## config.mk

```make
export PLATFORM = sky130hd
export DESIGN_NAME = riscv_exec_unit_flat
export DESIGN_NICKNAME = d
export VERILOG_FILES = /design/src/rtl/riscv_exec_unit_if.sv /design/src/rtl/riscv_exec_unit.sv /design/src/flat_wrapper.sv
export SDC_FILE = /design/constraint.sdc
export NUM_CORES = 1
export LEC_CHECK = 0
export ABC_AREA = 1
export ABC_CLOCK_PERIOD_IN_PS = 9100
export CAP_MARGIN = 20
export CORE_MARGIN = 3
export CORE_UTILIZATION = 37
export CTS_CLUSTER_DIAMETER = 50
export DETAILED_ROUTE_END_ITERATION = 7
export PLACE_DENSITY_LB_ADDON = 0.12
export SLEW_MARGIN = 10
export SYNTH_ARGS = -nofsm -noshare
export SYNTH_HDL_FRONTEND = slang
export SYNTH_SLANG_ARGS = --single-unit
```

## constraint.sdc

```tcl
create_clock -name clk -period 9.1 [get_ports clk]
set_clock_uncertainty 0.15 [all_clocks]
set_input_delay 2.275 -clock clk [delete_from_list [all_inputs] [get_ports clk]]
set_output_delay 2.275 -clock clk [all_outputs]
set_load 0.02 [all_outputs]
```

## src/rtl/riscv_exec_unit_if.sv

```systemverilog
// Operation-code package and handshake/operand bus for the RV32IM execution unit.
package riscv_exec_unit_pkg;
    typedef enum logic [4:0] {
        ALU_ADD    = 5'd0,
        ALU_SUB    = 5'd1,
        ALU_AND    = 5'd2,
        ALU_OR     = 5'd3,
        ALU_XOR    = 5'd4,
        ALU_SLL    = 5'd5,
        ALU_SRL    = 5'd6,
        ALU_SRA    = 5'd7,
        ALU_SLT    = 5'd8,
        ALU_SLTU   = 5'd9,
        ALU_MUL    = 5'd10,
        ALU_MULH   = 5'd11,
        ALU_MULHSU = 5'd12,
        ALU_MULHU  = 5'd13,
        ALU_DIV    = 5'd14,
        ALU_DIVU   = 5'd15,
        ALU_REM    = 5'd16,
        ALU_REMU   = 5'd17
    } exec_fun_e;
endpackage

interface riscv_exec_unit_if #(
    parameter int WORD_LENGTH = 32
);
    logic                           in_valid;
    logic                           in_ready;
    riscv_exec_unit_pkg::exec_fun_e exec_fun;
    logic [WORD_LENGTH-1:0]         data1;
    logic [WORD_LENGTH-1:0]         data2;
    logic                           flush;
    logic                           out_valid;
    logic                           out_ready;
    logic [WORD_LENGTH-1:0]         alu_out;
    logic                           br_eq;
    logic                           br_lt;
    logic                           br_ltu;

    // Pipeline side: issues operations and consumes results
    modport master (
        output in_valid, exec_fun, data1, data2, flush, out_ready,
        input  in_ready, out_valid, alu_out, br_eq, br_lt, br_ltu
    );

    // Execution unit side
    modport slave (
        input  in_valid, exec_fun, data1, data2, flush, out_ready,
        output in_ready, out_valid, alu_out, br_eq, br_lt, br_ltu
    );
endinterface

```

## src/rtl/riscv_exec_unit.sv

```systemverilog
// Handshaked RV32IM execution unit: single-cycle ALU ops, iterative
// shift-add multiply and restoring divide (one bit per cycle).
module riscv_exec_unit
    import riscv_exec_unit_pkg::*;
#(
    parameter int WORD_LENGTH = 32
) (
    input  logic             clk,
    input  logic             rst_n,
    riscv_exec_unit_if.slave bus
);
    localparam int W       = WORD_LENGTH;
    localparam int SHAMT_W = $clog2(WORD_LENGTH);
    localparam logic [SHAMT_W-1:0] LAST_ITER = SHAMT_W'(W - 1);
    localparam logic [W-1:0]       MOST_NEG  = {1'b1, {(W-1){1'b0}}};

    typedef enum logic [1:0] {S_IDLE, S_MUL, S_DIV, S_DONE} state_e;

    state_e           r_state, w_state_next;
    exec_fun_e        r_fun;
    logic [W-1:0]     r_hi, r_lo, r_opb, r_alu_out;
    logic [SHAMT_W-1:0] r_cnt;
    logic             r_neg, r_rneg;

    logic             w_accept, w_is_mul, w_is_div, w_a_sgn, w_b_sgn;
    logic             w_a_neg, w_b_neg, w_div_zero, w_div_ovf, w_div_special;
    logic [W-1:0]     w_a_mag, w_b_mag, w_quick;
    logic [SHAMT_W-1:0] w_shamt;
    logic [W:0]       w_sum, w_dsh, w_diff;
    logic [W-1:0]     w_mul_hi, w_mul_lo, w_div_hi, w_div_lo;
    logic [2*W-1:0]   w_prod, w_prod_fix;
    logic [W-1:0]     w_quo_fix, w_rem_fix, w_iter_result;
    logic             w_last;

    // Branch compare flags are purely combinational on the operands
    assign bus.br_eq  = (bus.data1 == bus.data2);
    assign bus.br_lt  = ($signed(bus.data1) < $signed(bus.data2));
    assign bus.br_ltu = (bus.data1 < bus.data2);
    assign bus.alu_out = r_alu_out;

    // Decode of the incoming request: op class, operand signs and magnitudes
    always_comb begin
        w_accept      = bus.in_valid && (r_state == S_IDLE) && !bus.flush;
        w_is_mul      = bus.exec_fun inside {ALU_MUL, ALU_MULH, ALU_MULHSU, ALU_MULHU};
        w_is_div      = bus.exec_fun inside {ALU_DIV, ALU_DIVU, ALU_REM, ALU_REMU};
        w_a_sgn       = bus.exec_fun inside {ALU_MULH, ALU_MULHSU, ALU_DIV, ALU_REM};
        w_b_sgn       = bus.exec_fun inside {ALU_MULH, ALU_DIV, ALU_REM};
        w_a_neg       = w_a_sgn && bus.data1[W-1];
        w_b_neg       = w_b_sgn && bus.data2[W-1];
        w_a_mag       = w_a_neg ? -bus.data1 : bus.data1;
        w_b_mag       = w_b_neg ? -bus.data2 : bus.data2;
        w_div_zero    = (bus.data2 == '0);
        w_div_ovf     = w_b_sgn && (bus.data1 == MOST_NEG) && (bus.data2 == '1);
        w_div_special = w_is_div && (w_div_zero || w_div_ovf);
        w_shamt       = bus.data2[SHAMT_W-1:0];
    end

    // Single-cycle results, including the divide special cases
    always_comb begin
        w_quick = '0;
        case (bus.exec_fun)
            ALU_ADD:  w_quick = bus.data1 + bus.data2;
            ALU_SUB:  w_quick = bus.data1 - bus.data2;
            ALU_AND:  w_quick = bus.data1 & bus.data2;
            ALU_OR:   w_quick = bus.data1 | bus.data2;
            ALU_XOR:  w_quick = bus.data1 ^ bus.data2;
            ALU_SLL:  w_quick = bus.data1 << w_shamt;
            ALU_SRL:  w_quick = bus.data1 >> w_shamt;
            ALU_SRA:  w_quick = $signed(bus.data1) >>> w_shamt;
            ALU_SLT:  w_quick = {{(W-1){1'b0}}, $signed(bus.data1) < $signed(bus.data2)};
            ALU_SLTU: w_quick = {{(W-1){1'b0}}, bus.data1 < bus.data2};
            ALU_DIV, ALU_DIVU: w_quick = w_div_zero ? '1 : bus.data1;
            ALU_REM, ALU_REMU: w_quick = w_div_zero ? bus.data1 : '0;
            default:  w_quick = '0;
        endcase
    end

    // One iteration step for both shift-add multiply and restoring divide
    always_comb begin
        w_sum    = {1'b0, r_hi} + (r_lo[0] ? {1'b0, r_opb} : '0);
        w_dsh    = {r_hi, r_lo[W-1]};
        w_diff   = w_dsh - {1'b0, r_opb};
        w_mul_hi = w_sum[W:1];
        w_mul_lo = {w_sum[0], r_lo[W-1:1]};
        w_div_hi = w_diff[W] ? w_dsh[W-1:0] : w_diff[W-1:0];
        w_div_lo = {r_lo[W-2:0], ~w_diff[W]};
        w_last   = (r_cnt == LAST_ITER);
    end

    // Sign fix-up and word select applied on the final iteration
    always_comb begin
        w_prod        = {w_mul_hi, w_mul_lo};
        w_prod_fix    = r_neg ? -w_prod : w_prod;
        w_quo_fix     = r_neg ? -w_div_lo : w_div_lo;
        w_rem_fix     = r_rneg ? -w_div_hi : w_div_hi;
        w_iter_result = '0;
        case (r_fun)
            ALU_MUL:                          w_iter_result = w_prod_fix[W-1:0];
            ALU_MULH, ALU_MULHSU, ALU_MULHU:  w_iter_result = w_prod_fix[2*W-1:W];
            ALU_DIV, ALU_DIVU:                w_iter_result = w_quo_fix;
            ALU_REM, ALU_REMU:                w_iter_result = w_rem_fix;
            default:                          w_iter_result = '0;
        endcase
    end

    // State register
    always_ff @(posedge clk or negedge rst_n) begin
        if (!rst_n) r_state <= S_IDLE;
        else        r_state <= w_state_next;
    end

    // Next-state logic; flush overrides everything
    always_comb begin
        w_state_next = r_state;
        case (r_state)
            S_IDLE: if (w_accept) begin
                if (w_div_special)  w_state_next = S_DONE;
                else if (w_is_mul)  w_state_next = S_MUL;
                else if (w_is_div)  w_state_next = S_DIV;
                else                w_state_next = S_DONE;
            end
            S_MUL, S_DIV: if (w_last) w_state_next = S_DONE;
            S_DONE: if (bus.out_ready) w_state_next = S_IDLE;
            default: w_state_next = S_IDLE;
        endcase
        if (bus.flush) w_state_next = S_IDLE;
    end

    // Handshake outputs decoded from state
    always_comb begin
        bus.in_ready  = (r_state == S_IDLE);
        bus.out_valid = (r_state == S_DONE);
    end

    // Operand latch, iteration registers and result register
    always_ff @(posedge clk or negedge rst_n) begin
        if (!rst_n) begin
            r_fun     <= ALU_ADD;
            r_hi      <= '0;
            r_lo      <= '0;
            r_opb     <= '0;
            r_cnt     <= '0;
            r_neg     <= 1'b0;
            r_rneg    <= 1'b0;
            r_alu_out <= '0;
        end else if (w_accept) begin
            r_fun  <= bus.exec_fun;
            r_hi   <= '0;
            r_lo   <= w_a_mag;
            r_opb  <= w_b_mag;
            r_cnt  <= '0;
            r_neg  <= w_a_neg ^ w_b_neg;
            r_rneg <= w_a_neg;
            if (!(w_is_mul || w_is_div) || w_div_special) r_alu_out <= w_quick;
        end else if ((r_state == S_MUL || r_state == S_DIV) && !bus.flush) begin
            r_hi  <= (r_state == S_MUL) ? w_mul_hi : w_div_hi;
            r_lo  <= (r_state == S_MUL) ? w_mul_lo : w_div_lo;
            r_cnt <= r_cnt + 1'b1;
            if (w_last) r_alu_out <= w_iter_result;
        end
    end
endmodule

```

## src/flat_wrapper.sv

```systemverilog
// flat-port wrapper written by rule: the top's interface ports become plain ports
module riscv_exec_unit_flat import riscv_exec_unit_pkg::*;
#(
    parameter int WORD_LENGTH = 32
)
  (clk, rst_n, bus_in_valid, bus_exec_fun, bus_data1, bus_data2, bus_flush, bus_out_ready, bus_in_ready, bus_out_valid, bus_alu_out, bus_br_eq, bus_br_lt, bus_br_ltu);
  riscv_exec_unit_if #(.WORD_LENGTH(WORD_LENGTH)) bus_i ();
  input  logic clk;
  input  logic rst_n;
  input wire logic [$bits(bus_i.in_valid)-1:0] bus_in_valid;
  input wire logic [$bits(bus_i.exec_fun)-1:0] bus_exec_fun;
  input wire logic [$bits(bus_i.data1)-1:0] bus_data1;
  input wire logic [$bits(bus_i.data2)-1:0] bus_data2;
  input wire logic [$bits(bus_i.flush)-1:0] bus_flush;
  input wire logic [$bits(bus_i.out_ready)-1:0] bus_out_ready;
  output wire logic [$bits(bus_i.in_ready)-1:0] bus_in_ready;
  output wire logic [$bits(bus_i.out_valid)-1:0] bus_out_valid;
  output wire logic [$bits(bus_i.alu_out)-1:0] bus_alu_out;
  output wire logic [$bits(bus_i.br_eq)-1:0] bus_br_eq;
  output wire logic [$bits(bus_i.br_lt)-1:0] bus_br_lt;
  output wire logic [$bits(bus_i.br_ltu)-1:0] bus_br_ltu;
  assign bus_i.in_valid = bus_in_valid;
  assign bus_i.exec_fun = bus_exec_fun;
  assign bus_i.data1 = bus_data1;
  assign bus_i.data2 = bus_data2;
  assign bus_i.flush = bus_flush;
  assign bus_i.out_ready = bus_out_ready;
  assign bus_in_ready = bus_i.in_ready;
  assign bus_out_valid = bus_i.out_valid;
  assign bus_alu_out = bus_i.alu_out;
  assign bus_br_eq = bus_i.br_eq;
  assign bus_br_lt = bus_i.br_lt;
  assign bus_br_ltu = bus_i.br_ltu;
  riscv_exec_unit #(.WORD_LENGTH(WORD_LENGTH)) u_core (.clk(clk), .rst_n(rst_n), .bus(bus_i));
endmodule
```

# Word-level counts from Yosys, hierarchy flattened
# Cells that the tools add are included.
[word_totals] mem_count=0 ramBits=0 input_bits=74 word_cells=127 latchBits=0 mem_bits_ro=0 register_bits=142
[classes] mul=0 bitwise=5 n_lt_le_gt_ge=2 eq_ne=36 n_reduce_logical=31 shifts=3 div=0 muxes=31 n_addsub=10
[ops] operator="$mux W32" count=18
[ops] operator="$pmux W32 S12" count=1
[ops] operator="$neg A32 Y32" count=4
[ops] operator="$pmux W32 S4" count=1
[ops] operator="$eq A5 B4 Y1 const B" count=14
[ops] operator="$eq A32 B32 Y1 const B" count=2
[ops] operator="$lt A32 B32 Y1" count=2
[ops] operator="$mux W64" count=1
[ops] operator="$neg A64 Y64" count=1
[ops] operator="$add A32 B33 Y33" count=1
[ops] operator="$sub A33 B32 Y33" count=1
[ops] operator="$add A32 B32 Y32" count=1
[ops] operator="$and A32 B32 Y32" count=1
[ops] operator="$eq A32 B32 Y1" count=1
[ops] operator="$logic_not A32 Y1" count=1
[ops] operator="$or A32 B32 Y32" count=1
[ops] operator="$shl A32 B5 Y32" count=1
[ops] operator="$shr A32 B5 Y32" count=1
[ops] operator="$sshr A32 B5 Y32" count=1
[ops] operator="$sub A32 B32 Y32" count=1
[ops] operator="$xor A32 B32 Y32" count=1
[ops] operator="$eq A5 B5 Y1 const B" count=5
[ops] operator="$eq A5 B3 Y1 const B" count=4
[ops] operator="$mux W2" count=6
[ops] operator="24 further kinds" count=47

# Logic depth before layout (Yosys ltp)
# Gate-level depths: netlist of run 1.
[depth] ltp_word=10 mapped_depth=32 depth_no_buf=30

# Worst setup path before layout of run 1
# OpenSTA, ideal clock, no wires.
[synth_path] kind="input -> output" start="input bus_data2[4]" end="output bus_br_lt" t_arrival_ns=5.106 slack_ns=1.569 path_stages=14 n_path_buf=4 path_cell_list="clkbuf_1 > clkinv_1 > clkbuf_1 > clkbuf_1 > ha_1 > clkbuf_1 > nor2_1 > nand2_1 > nand2_1 > a21oi_1 > o31ai_1 > inv_1 > o21ai_0 > xor2_1"
[synth_via] elab_chain_len=1
[synth_lines] element="start, declared" line_no="flat_wrapper.sv:13" text="input wire logic [$bits(bus_i.data2)-1:0] bus_data2;"
[synth_lines] element="$lt A32 B32 Y1" line_no="riscv_exec_unit.sv:37" text="assign bus.br_lt = ($signed(bus.data1) < $signed(bus.data2));"
[synth_lines] element="end, declared" line_no="flat_wrapper.sv:20" text="output wire logic [$bits(bus_i.br_lt)-1:0] bus_br_lt;"
# Every way passes these cells.

# Worst setup path after layout of run 1
[layout_path] start="input bus_data1[3]" end="output bus_br_lt"
[layout_via] elab_chain_len=1
[layout_lines] element="start, declared" line_no="flat_wrapper.sv:12" text="input wire logic [$bits(bus_i.data1)-1:0] bus_data1;"
[layout_lines] element="$lt A32 B32 Y1" line_no="riscv_exec_unit.sv:37"
# Every way passes these cells.

==> results of run 1 <==
==> cell families (layout without fill, tap and decap cells) <==
family	after synthesis	after routing	share of synthesized area [%]
AO/OA/AOI/OAI	1195	1195	25.88
XOR/XNOR	74	74	2.494
adder cells (fa/ha/maj)	176	176	8.589
buffers and inverters	814	871	11.98
flip-flops	142	142	13.67
multiplexers	9	9	0.3467
other	0	6	0
AND/OR/NAND/NOR	2305	2305	37.03
==> Yosys cell counts (17+ instances only) <==
cell type and number:
nand2_1 1248, inv_1 588, o21ai_0 509, nor2_1 497, a21oi_1 370, nand3_1 306, ha_1 172, clkbuf_1 154
dfrtp_1 142, nor3_1 84, nand4_1 79, xor2_1 59, o22ai_1 57, a31oi_1 35, o211ai_1 30, o221ai_1 29
buf_1 28, or2_2 24, nor4_1 23, o21ai_1 22, o2111ai_1 21, a22oi_1 20, o21a_1 17
==> metal layers <==
layer | vias to the layer above | wire, um
li1 | 15830 | -
met1 | 16020 | 61470
met2 | 2073 | 70590
met3 | 542 | 13090
met4 | 4 | 15380
met5 | - | 27
==> layout make-up <==
class	count	area (sq um)	area share, %
repair buffers	225	1956	6.766
inverters	614	2305	7.973
diodes	6	15.01	0.05194
multi-input cells	3759	19350	66.95
clock buffers	18	429.2	1.485
well taps	931	1165	4.030
flip-flops and latches	142	3556	12.30
clock inverters	14	128.9	0.4459
==> state kept, by name, indices dropped and copies added, names as in the netlist <==
signal,count
u_core.r_fun,5
u_core.r_cnt,5
u_core.r_hi,32
u_core.bus.alu_out,32
u_core.r_neg,1
u_core.r_opb,32
u_core.r_rneg,1
u_core.r_state,2
u_core.r_lo,32
==> worst min path at each step <==
stage	from	endpoint	slack, ns	cells after the start
6_report	u_core.r_cnt[0]	u_core.r_cnt[0]	0.36	1
5_1_grt	u_core.r_cnt[4]	u_core.r_cnt[4]	0.39	1
4_1_cts	u_core.r_cnt[0]	u_core.r_cnt[0]	0.36	1
3_5_place_dp	u_core.r_cnt[4]	u_core.r_cnt[4]	0.35	1
3_3_place_gp	u_core.r_fun[0]	u_core.r_fun[0]	0.35	2
2_1_floorplan	u_core.r_cnt[4]	u_core.r_cnt[4]	0.32	1
==> power by group <==
| group | internal (mW) | leakage [nW] | switching (mW) |
|---|---|---|---|
| Clock | 0.360 | 0.262 | 0.365 |
| Combinational | 2.11 | 12.0 | 5.24 |
| Sequential | 0.930 | 1.73 | 0.478 |
==> worst register-to-register path: stages, from the launching register on <==
cell and delay [ns]:
dfrtp_1 0.54, inv_1 0.15, ha_1 0.15, inv_1 0.08
fa_1 0.40, nand2_1 0.08, nand2_1 0.09, nand3_1 0.11
nand2_1 0.23, nand2_1 0.13, nand2_1 0.10, nand2_2 0.17
nand3_2 0.24, nand2_4 0.54, nand2_1 0.35, nand2_1 0.72
nand2_1 0.15, o21ai_0 0.19, a21oi_1 0.06, a21oi_1 0.30
o21ai_0 0.18, inv_1 0.21, nand2_1 0.14, nand2_1 0.12
a21oi_1 0.08
==> through the flow <==
stage,worst slack [ns],total power [mW],cells
CTS,0.4672,9.241,5702
floorplan,1.569,6.057,4715
detailed placement,0.4921,8.488,5670
global route,0.2299,10.21,5703
finish,0.3638,9.478,5709
global placement,0.5122,8.481,5670
==> metrics.cfg, run 1 <==
[setup_path]
cpMostUsedCell=inv_1
start_kind=input port
arrival_ns=6.31
critPathKind=in2out
crit_path_max_incr_delay_ns=0.68
r2r_slack_ns=3.31
startpoint=bus_data1[3]
crit_path_end_kind=primary output
cp_num_cells=14
reg2reg_depth=24
crit_chain=clkdlybuf4s50_1 -> inv_1 -> ha_1 -> inv_1 -> a21oi_1 -> o21ai_0 -> nand2_1 -> nand2_1 -> a21oi_1 -> o31ai_1 -> inv_1 -> o21ai_0 -> xor2_1 -> clkdlybuf4s50_1
r2r-end=u_core.bus.alu_out[23]
reg2reg_from=u_core.r_lo[31]
crit_buf_inv=5
critical_path.top_delay_family=buffers and inverters
slowest_stage=o21ai_0
crit_fanout=8
endpoint=bus_br_lt
critPathRequiredTime_ns=6.68

[pwr]
peakVddDrop_v=0.0001803
power_density_nw_per_um2=327.9
p_leak_nw=13.97

[clock_tree]
cts_setup_buffers=0
cts_hold_buf=0
root_buffer=clkbuf_16
cts_buffers=17
htree_num_levels=4
cts_sinks=142
cts_buffer_depth=2
cts_tree=done
cts_resized=0
path_clk_slew_ns=0.07
clk_latency_ns=0.46

[place]
dp_hpwl_mm=131.9
placed_cell_area_sq_um=28320
gp_congestion=1.073
io_buffers=110

[finish]
final_common_cell=nand2_1
fillers=7898
finish.utilization_pct=41.85
design_area_sq_um=28910
layout.nets=5009
final_cell_mix=nand2_1, inv_1, o21ai_0, nor2_1, a21oi_1
area.growth.synth_to_final_pct=11.23
post_route_cells_drive_above_1_share_pct=4.862

[timing]
hold-worst-slack_ns=0.3582
hold_violations=0
tightest_slew_ns=1.279
fin_crit_ns=8.736
fin_setup_tns_ns=0
relSlewSlack_pct=13.84
period_share_pct=96.00
max_freq_mhz=114.5
finalSetupViolCount=0
rsz0062_at_grt=false
slew_viol_final=0

[floorplanning]
die_w_um=271.0
start_util_pct=37.63
die_h_um=271.0
io-pin-count=111
row_count=96
die_area_sq_um=73450
core-area_sq_um=69070

[yosys]
syn_area_sq_um=25990
synth.distinct_cells=61
synth_async_sr_flop_share_pct=100.0
syn-num-nets=4965
synth_edf_count=0
syn-instance-count=4715
avgSynthCellArea_sq_um=5.512
yosys-top-cells-area=nand2_1, dfrtp_1, o21ai_0, inv_1, ha_1
synth_top_area_cell=nand2_1
ys_seq_area_share_pct=13.67
yosys.area.top_type_share_pct=18.03
yosys_warnings=0
ys_ff_latch=142
yosys_most_used_dff=dfrtp_1

[detailed_routing]
antenna_left=0
via_per_inst=6.038
drc=0
via_count=34470
wl_per_cell_um=28.12
firstDrtPassIters=6
routed_wl_mm=160.6
first_iter_violations=4587

[outcome]
status=completed

[global_route]
met2_usage_pct=67.11
grt_pass1_vias=31810
overflow=0
antenna_found_initial=11
grt_max_degree=84
grt_pass1_wl_mm=226.9
grtUsageTotal_pct=42.18
grt-busiest-layer=met2
use_met1_pct=50.64
use_met3_pct=6.359

[run]
cap_viol_max_count=0

[hold_path]
hold_class=reg2reg

Note: power is estimated with default switching activity, not from simulation.
==> run 2, diff against run 1 <==
--- a/config.mk
+++ b/config.mk
@@ -7,13 +7,13 @@
 export LEC_CHECK = 0
 export ABC_AREA = 1
 export ABC_CLOCK_PERIOD_IN_PS = 9100
-export CAP_MARGIN = 20
+export CAP_MARGIN = 0
 export CORE_MARGIN = 3
 export CORE_UTILIZATION = 37
 export CTS_CLUSTER_DIAMETER = 50
 export DETAILED_ROUTE_END_ITERATION = 7
 export PLACE_DENSITY_LB_ADDON = 0.12
-export SLEW_MARGIN = 10
+export SLEW_MARGIN = 20
 export SYNTH_ARGS = -nofsm -noshare
 export SYNTH_HDL_FRONTEND = slang
 export SYNTH_SLANG_ARGS = --single-unit
==> metrics.cfg, run 2 (same netlist as run 1, synthesis figures left out) <==
[outcome]
status=completed

[detailed_routing]
antenna_left=0
first_iter_violations=4331
via_count=34320
routed_wl_mm=160.7
via_per_inst=6.015
drc=0
wl_per_cell_um=28.17
firstDrtPassIters=8

[timing]
period_share_pct=96.17
hold-worst-slack_ns=0.3584
rsz0062_at_grt=false
hold_violations=0
fin_crit_ns=8.752
fin_setup_tns_ns=0
finalSetupViolCount=0
relSlewSlack_pct=10.47
slew_viol_final=0
max_freq_mhz=114.3
tightest_slew_ns=1.329

[setup_path]
arrival_ns=6.33
start_kind=input port
reg2reg_from=u_core.r_lo[31]
crit_fanout=8
startpoint=bus_data1[3]
critPathRequiredTime_ns=6.68
critPathKind=in2out
crit_path_end_kind=primary output

[floorplanning]
row_count=96
start_util_pct=37.63
die_area_sq_um=73450
die_w_um=271.0
io-pin-count=111
die_h_um=271.0
core-area_sq_um=69070

[hold_path]
hold_start=u_core.r_cnt[0]
hold_class=reg2reg

[pwr]
peakVddDrop_v=0.0001801
p_leak_nw=13.96
power_density_nw_per_um2=328.1

[finish]
layout.nets=5008
post_route_cells_drive_above_1_share_pct=4.842
final_cell_mix=nand2_1, inv_1, o21ai_0, nor2_1, a21oi_1
area.growth.synth_to_final_pct=11.17
final_common_cell=nand2_1

[place]
io_buffers=110
dp_hpwl_mm=131.9
gp_congestion=1.073

[global_route]
overflow=0
grt_pass1_vias=31810
antenna_found_initial=11
grt_pass1_wl_mm=226.9
grt_max_degree=84
grtUsageTotal_pct=42.18

[clock_tree]
root_buffer=clkbuf_16
htree_num_levels=4
cts_resized=0
cts_tree=done
cts_hold_buf=0
cts_setup_buffers=0
clk_latency_ns=0.46
cts_buffer_depth=2
cts_sinks=142
cts_buffers=17
path_clk_slew_ns=0.07

[run]
cap_viol_max_count=0

run 2: changes by cell type in the layout (fill, tap and decap cells not counted), sizes merged:
cell	before	now
clkbuf	19	18
diode	6	3
run 2: final cells by class:
| type | count | area (sq um) |
|---|---|---|
| Fill cell | 7901 | 40180 |
| Multi-Input combinational cell | 3759 | 19350 |
| Sequential cell | 142 | 3556 |
| Inverter | 614 | 2305 |
| Timing Repair Buffer | 224 | 1948 |
| Tap cell | 931 | 1165 |
| Clock buffer | 18 | 429.2 |
| Clock inverter | 14 | 128.9 |
| Antenna cell | 3 | 7.507 |
run 2: critical path, stage by stage:
cell and delay, ns:
clkdlybuf4s50_1 0.62, inv_1 0.17, ha_1 0.40, inv_1 0.19, a21oi_1 0.08, o21ai_0 0.17, nand2_1 0.10, nand2_1 0.13
a21oi_1 0.14, o31ai_1 0.32, inv_1 0.13, o21ai_0 0.70, xor2_1 0.26, clkdlybuf4s50_1 0.64
run 2: worst paths after layout:
path                                          end  cells past startpoint  slack (ns)
setup / recovery                        bus_br_lt                     14        0.35
hold / removal                    u_core.r_cnt[0]                      1        0.36
setup reg to reg           u_core.bus.alu_out[23]                     24        3.27
hold reg to reg                   u_core.r_cnt[0]                      1        0.36
max in group asynchronous            u_core.r_neg                      2        5.57
min in group asynchronous         u_core.r_hi[23]                      1        1.75
run 2: per-layer routing:
| layer | vias to the layer above | GRT usage, % | wire length, um |
|---|---|---|---|
| li1 | 15820 | - | - |
| met1 | 16010 | 50.64 | 61740 |
| met2 | 1940 | 67.11 | 70520 |
| met3 | 538 | 6.359 | 12950 |
| met4 | 4 | 33.69 | 15430 |
| met5 | - | 0.06579 | 81 |
run 2: power breakdown:
part	leakage (nW)	internal, mW	total, mW	switching [mW]
combinational	12.0	2.11	7.34	5.24
sequential	1.73	0.930	1.41	0.478
clock	0.262	0.360	0.726	0.366
run 2: through the flow:
stage          power, mW  worst slack, ns  util [%]  instance area, sq um  cells
2_1_floorplan      6.057            1.569         -                 25990   4715
3_3_place_gp       8.481           0.5122     41.01                 28320   5670
3_5_place_dp       8.488           0.4921     41.01                 28320   5670
4_1_cts            9.241           0.4672     41.82                 28880   5702
5_1_grt            10.21           0.2299     41.82                 28880   5702
6_report           9.477           0.3482     41.83                 28890   5705
